$ cat src/rtl/bcd_disp_pkg.sv
// Shared constants for the BCD result display: segment glyphs and scan geometry.
// Segment codes are {g,f,e,d,c,b,a}, active-low.
package bcd_disp_pkg;

    localparam int IDX_W      = 2;
    localparam int NUM_DIGITS = 4;

    localparam logic [6:0] SEG_0     = 7'h40;
    localparam logic [6:0] SEG_1     = 7'h79;
    localparam logic [6:0] SEG_2     = 7'h24;
    localparam logic [6:0] SEG_3     = 7'h30;
    localparam logic [6:0] SEG_4     = 7'h19;
    localparam logic [6:0] SEG_5     = 7'h12;
    localparam logic [6:0] SEG_6     = 7'h02;
    localparam logic [6:0] SEG_7     = 7'h78;
    localparam logic [6:0] SEG_8     = 7'h00;
    localparam logic [6:0] SEG_9     = 7'h10;
    localparam logic [6:0] SEG_E     = 7'h06;
    localparam logic [6:0] SEG_BLANK = 7'h7F;

    // Scan position to displayed quantity.
    typedef enum logic [IDX_W-1:0] {
        DIG_SUM  = 2'd0,
        DIG_COUT = 2'd1,
        DIG_B    = 2'd2,
        DIG_A    = 2'd3
    } digit_sel_t;

endpackage

$ cat src/rtl/bcd_seg_decoder.sv
// Combinational BCD digit to active-low 7-segment decoder.
// Non-BCD codes (10..15) render as 'E'; blank overrides everything.
module bcd_seg_decoder
    import bcd_disp_pkg::*;
(
    input  logic [3:0] digit,
    input  logic       blank,
    output logic [6:0] seg
);

    always_comb begin
        seg = SEG_E;
        if (blank) begin
            seg = SEG_BLANK;
        end else begin
            case (digit)
                4'd0:    seg = SEG_0;
                4'd1:    seg = SEG_1;
                4'd2:    seg = SEG_2;
                4'd3:    seg = SEG_3;
                4'd4:    seg = SEG_4;
                4'd5:    seg = SEG_5;
                4'd6:    seg = SEG_6;
                4'd7:    seg = SEG_7;
                4'd8:    seg = SEG_8;
                4'd9:    seg = SEG_9;
                default: seg = SEG_E;
            endcase
        end
    end

endmodule

$ cat src/rtl/bcd_result_display.sv
// Captures BCD adder operands/result and scans them onto a 4-digit multiplexed
// active-low 7-segment display; all outputs are registered.
module bcd_result_display
    import bcd_disp_pkg::*;
#(
    parameter int SCAN_DIV = 100000,
    parameter bit BLANK_LZ = 1'b1
) (
    input  logic                  clk,
    input  logic                  rst,
    input  logic                  load_i,
    input  logic [3:0]            a_i,
    input  logic [3:0]            b_i,
    input  logic [3:0]            sum_i,
    input  logic                  cout_i,
    output logic [6:0]            seg_o,
    output logic                  dp_o,
    output logic [NUM_DIGITS-1:0] an_o,
    output logic                  err_o
);

    localparam int DIV_W = (SCAN_DIV > 1) ? $clog2(SCAN_DIV) : 1;
    localparam logic [DIV_W-1:0] DIV_LAST = DIV_W'(SCAN_DIV - 1);

    logic [DIV_W-1:0]      div_cnt;
    logic [IDX_W-1:0]      idx;
    logic [3:0]            a_cap;
    logic [3:0]            b_cap;
    logic [3:0]            sum_cap;
    logic                  cout_cap;

    digit_sel_t            sel;
    logic [3:0]            digit;
    logic                  blank;
    logic [6:0]            seg_next;
    logic [NUM_DIGITS-1:0] an_next;
    logic                  dp_next;

    // Prescaler and scan index; independent of capture activity.
    always_ff @(posedge clk or posedge rst) begin
        if (rst) begin
            div_cnt <= '0;
            idx     <= '0;
        end else if (div_cnt == DIV_LAST) begin
            div_cnt <= '0;
            idx     <= idx + 1'b1;
        end else begin
            div_cnt <= div_cnt + 1'b1;
        end
    end

    always_ff @(posedge clk or posedge rst) begin
        if (rst) begin
            a_cap    <= '0;
            b_cap    <= '0;
            sum_cap  <= '0;
            cout_cap <= 1'b0;
            err_o    <= 1'b0;
        end else if (load_i) begin
            a_cap    <= a_i;
            b_cap    <= b_i;
            sum_cap  <= sum_i;
            cout_cap <= cout_i;
            err_o    <= (a_i > 4'd9) | (b_i > 4'd9) | (sum_i > 4'd9);
        end
    end

    always_comb begin
        sel     = digit_sel_t'(idx);
        digit   = 4'd0;
        blank   = 1'b0;
        dp_next = 1'b1;
        case (sel)
            DIG_SUM:  digit = sum_cap;
            DIG_COUT: begin
                digit = {3'b000, cout_cap};
                blank = BLANK_LZ && !cout_cap;
            end
            DIG_B: begin
                digit   = b_cap;
                dp_next = 1'b0;
            end
            DIG_A:    digit = a_cap;
            default:  digit = 4'd0;
        endcase
        an_next = ~(NUM_DIGITS'(1) << idx);
    end

    bcd_seg_decoder u_dec (
        .digit (digit),
        .blank (blank),
        .seg   (seg_next)
    );

    // Output stage: one cycle behind idx and the capture registers.
    always_ff @(posedge clk or posedge rst) begin
        if (rst) begin
            an_o  <= '1;
            seg_o <= SEG_BLANK;
            dp_o  <= 1'b1;
        end else begin
            an_o  <= an_next;
            seg_o <= seg_next;
            dp_o  <= dp_next;
        end
    end

endmodule

$ cat config.mk
export PLATFORM = sky130hd
export DESIGN_NAME = bcd_result_display
export DESIGN_NICKNAME = d
export VERILOG_FILES = /design/src/rtl/bcd_disp_pkg.sv /design/src/rtl/bcd_seg_decoder.sv /design/src/rtl/bcd_result_display.sv
export SDC_FILE = /design/constraint.sdc
export NUM_CORES = 1
export LEC_CHECK = 0
export BUFFER_PORTS_ARGS = -buffer_cell sky130_fd_sc_hd__clkbuf_2
export CAP_MARGIN = 20
export CORE_MARGIN = 2
export CORE_UTILIZATION = 47
export CTS_CLUSTER_DIAMETER = 120
export DETAILED_ROUTE_END_ITERATION = 8
export PLACE_DENSITY = 0.75
export SYNTH_ARGS = -nofsm -noshare
export SYNTH_HDL_FRONTEND = slang
export SYNTH_SLANG_ARGS = --single-unit
$ cat constraint.sdc
create_clock -name clk -period 1.85 [get_ports clk]
set_input_delay 0.185 -clock clk [delete_from_list [all_inputs] [get_ports clk]]
set_output_delay 0.185 -clock clk [all_outputs]
set_load 0.05 [all_outputs]
==> impl_metrics.ini <==
[logic_synthesis]
yosysSeqAreaShare_pct = 52.5
synth_top_area_cell = dfrtp_1
netlist_area_mm2 = 0.00212
yosysMostFrequentCell = dfrtp_1
synth_ff_type = dfrtp_1
synth_nets = 212
synth_top_area_share_pct = 38.9
synthCells = 185
netlist_top_cells_count = 33 x dfrtp_1, 15 x inv_1, 13 x mux2_2, 12 x nand2_1, 12 x xnor2_1
ys_ff_latch = 44
ys_types = 40
synthArstFlopShare_pct = 100
syn_area_per_cell_um2 = 11.5
ys_warn_count = 0
synth_edf_count = 0
synthTopCellsByArea = dfrtp_1 39%, dfstp_2 14%, mux2_2 6.9%

[sta]
hold_viol = 2
slew_headroom_pct = 64.0
finalSetupViolCount = 0
worst_slew_pin_slew_ns = 0.540
fin_skew_ns = 0.00349
min_period_ns = 1.81
setup_ws_ns = 0.0359
period_share_pct = 98.1
fmax_mhz = 551
whs_ns = -0.00121
slew_viol_final = 0

[clock_tree]
cts_buffers = 5
cts.reportedPaths.clkPinSlew_ns = 0.08
cts_tree = built
root_buffer = clkbuf_8
clock_latency_ns = 0.29
clkSinkCount = 44
cts_buffer_depth = 2
htreeDepth = 2

[finish]
drive_above_1_share_pct = 42.1
n_antenna_cell = 0
fill_cells = 352
multi_input_area_mm2 = 0.00102
seqCellArea_mm2 = 0.00112
fin_nets = 259
area_delta_synth_final_pct = 23.1

[place]
dp_slack_ns = -0.0651
io_buffers = 28
dp_hpwl_um = 2820
place_congestion = 0.795

[die]
dieWidth_um = 71.2
die_h_um = 71.2
die_area_mm2 = 0.00507
rows = 24
core_mm2 = 0.00435
num_io_pins = 29
start_util_pct = 48.7

[power_and_ir_drop]
power.leakage_nw = 1.15
ir_drop_v = 0.000403
p_per_area_mw_per_mm2 = 736

[worst_setup_path]
cp_cell_sequence = inv_4, ha_4, buf_4, a221oi_4, buf_4, a21o_1, o221ai_1, o311ai_2
worstSetupStartpointType = flip-flop
cp-end-kind = flip-flop
cp_common_cell = buf_4
worstPathArrival_ns = 2.01
critPathKind = flip-flop to flip-flop
worstPathRequired_ns = 2.05
cp_slowest_stage_delay_ns = 0.42
cpMaxStageDelayCell = dfrtp_2
worstPathMaxFanout = 4

[grt]
grt_max_degree = 45
grt_usage_pct = 17.3
grt_first_pass_wirelength_um = 6890
grt_pass1_vias = 1518
antenna_found_initial = 0
overflow = 0

[run]
drv_cap = 0

[routing]
routed_wl_um = 4150
wire_per_inst_um = 14.5
vias = 1519
drtIter0Drc = 87
first_pass_iters = 4
via_per_inst = 5.33
drc = 0
antenna_left = 0

[run_status]
violations = hold timing
status = finished, violations left

[min_path]
hp-class = input port to async pin
-- final cells by class --
| type | instances | share of cell area [%] |
|---|---|---|
| multi-input combinational | 121 | 39.0 |
| inverter | 15 | 2.25 |
| sequential | 44 | 42.8 |
| tap | 52 | 2.49 |
| timing repair buffer | 45 | 10.4 |
| clock buffer | 7 | 2.92 |
| clock inverter | 1 | 0.192 |
-- cells by family after synthesis --
| logic type | count (synthesis) | share of synthesized area (%) |
|---|---|---|
| AND/OR/NAND/NOR | 51 | 13.5 |
| multiplexers | 17 | 8.79 |
| adder cells (fa/ha/maj) | 11 | 6.49 |
| AO/OA/AOI/OAI | 28 | 9.02 |
| XOR/XNOR | 14 | 5.78 |
| buffers and inverters | 20 | 3.89 |
| flip-flops | 44 | 52.5 |
-- stage by stage --
step | utilization [%] | setup TNS, ns | cells | total power, W | instance area (um^2)
2_1_floorplan | - | 0 | 185 | 0.00127 | 2120
6_report | 60.0 | 0 | 285 | 0.00192 | 2610
4_1_cts | 57.5 | 0 | 280 | 0.00192 | 2500
5_1_grt | 60.0 | -0.125 | 285 | 0.00202 | 2610
3_5_place_dp | 54.6 | -0.101 | 270 | 0.00135 | 2380
3_3_place_gp | 54.6 | 0 | 270 | 0.00134 | 2380
-- timing repair --
action,CTS,global route
pin swaps,0,5
endpoints found under the setup margin,4,7
endpoints found under the hold margin,0,0
resized for setup,5,19
hold buffers,0,0
setup buffers,2,5
-- placed cells by master (no fill, tap or decap), drive strengths merged, types with 2 or more instances in the layout --
master and n:
clkbuf 35, dfrtp 33, buf 17, inv 15, mux2 13, nand2 12, xnor2 12, nor2 11
dfstp 11, ha 11, o21ai 10, nor3 6, nand3 5, nand4 5, mux2i 4, a21oi 4
a22oi 3, or2 3, nand2b 2, nor2b 2, or4 2, xor2 2
-- routing by layer --
layer  up-vias  wire, um  GRT usage [%]
li1        731         -              -
met1       739      1880           22.9
met2        41      2030           28.1
met3         8       149           2.99
met4         0        82           7.55
met5         -         0              0
-- power breakdown --
group	total [W]	switching [W]	internal [W]	leakage, nW
clock	0.000568	0.000303	0.000265	0.0422
sequential	0.00106	0.0000287	0.00103	0.525
combinational	0.000300	0.000190	0.000110	0.584
total	0.00192	0.000522	0.00140	1.15
-- worst max-delay path: cells and delay by family, from the launching register on --
family                     cells  cell delay (ns)
buffers and inverters          3             0.39
AOI/OAI and AO/OA              4             0.73
adders and majority gates      1             0.17
DFF                            1             0.42
-- final timing paths --
| path | from | end | slack, ns | depth (start not counted) |
|---|---|---|---|---|
| min reg2reg | div_cnt[0]$_DFF_PP0_ | div_cnt[0]$_DFF_PP0_ | 0.50 | 1 |
| max reg2reg | idx[0]$_DFFE_PP0N_ | seg_o[4]$_DFF_PP1_ | 0.04 | 8 |
| min in group clk | sum_i[0] | sum_cap[0]$_DFFE_PP0P_ | 0.12 | 3 |
| max | idx[0]$_DFFE_PP0N_ | seg_o[4]$_DFF_PP1_ | 0.04 | 8 |
| max in group asynchronous | rst | idx[1]$_DFFE_PP0N_ | 1.45 | 3 |
| min | rst | div_cnt[9]$_DFF_PP0_ | -0.001 | 3 |
-- state kept, by name (all words and copies together) (netlist names) --
signal    cells
an_o          4
b_cap         4
err_o         1
div_cnt      17
cout_cap      1
seg_o         7
a_cap         4
sum_cap       4
idx           2
(Power assumes the default switching activity.)
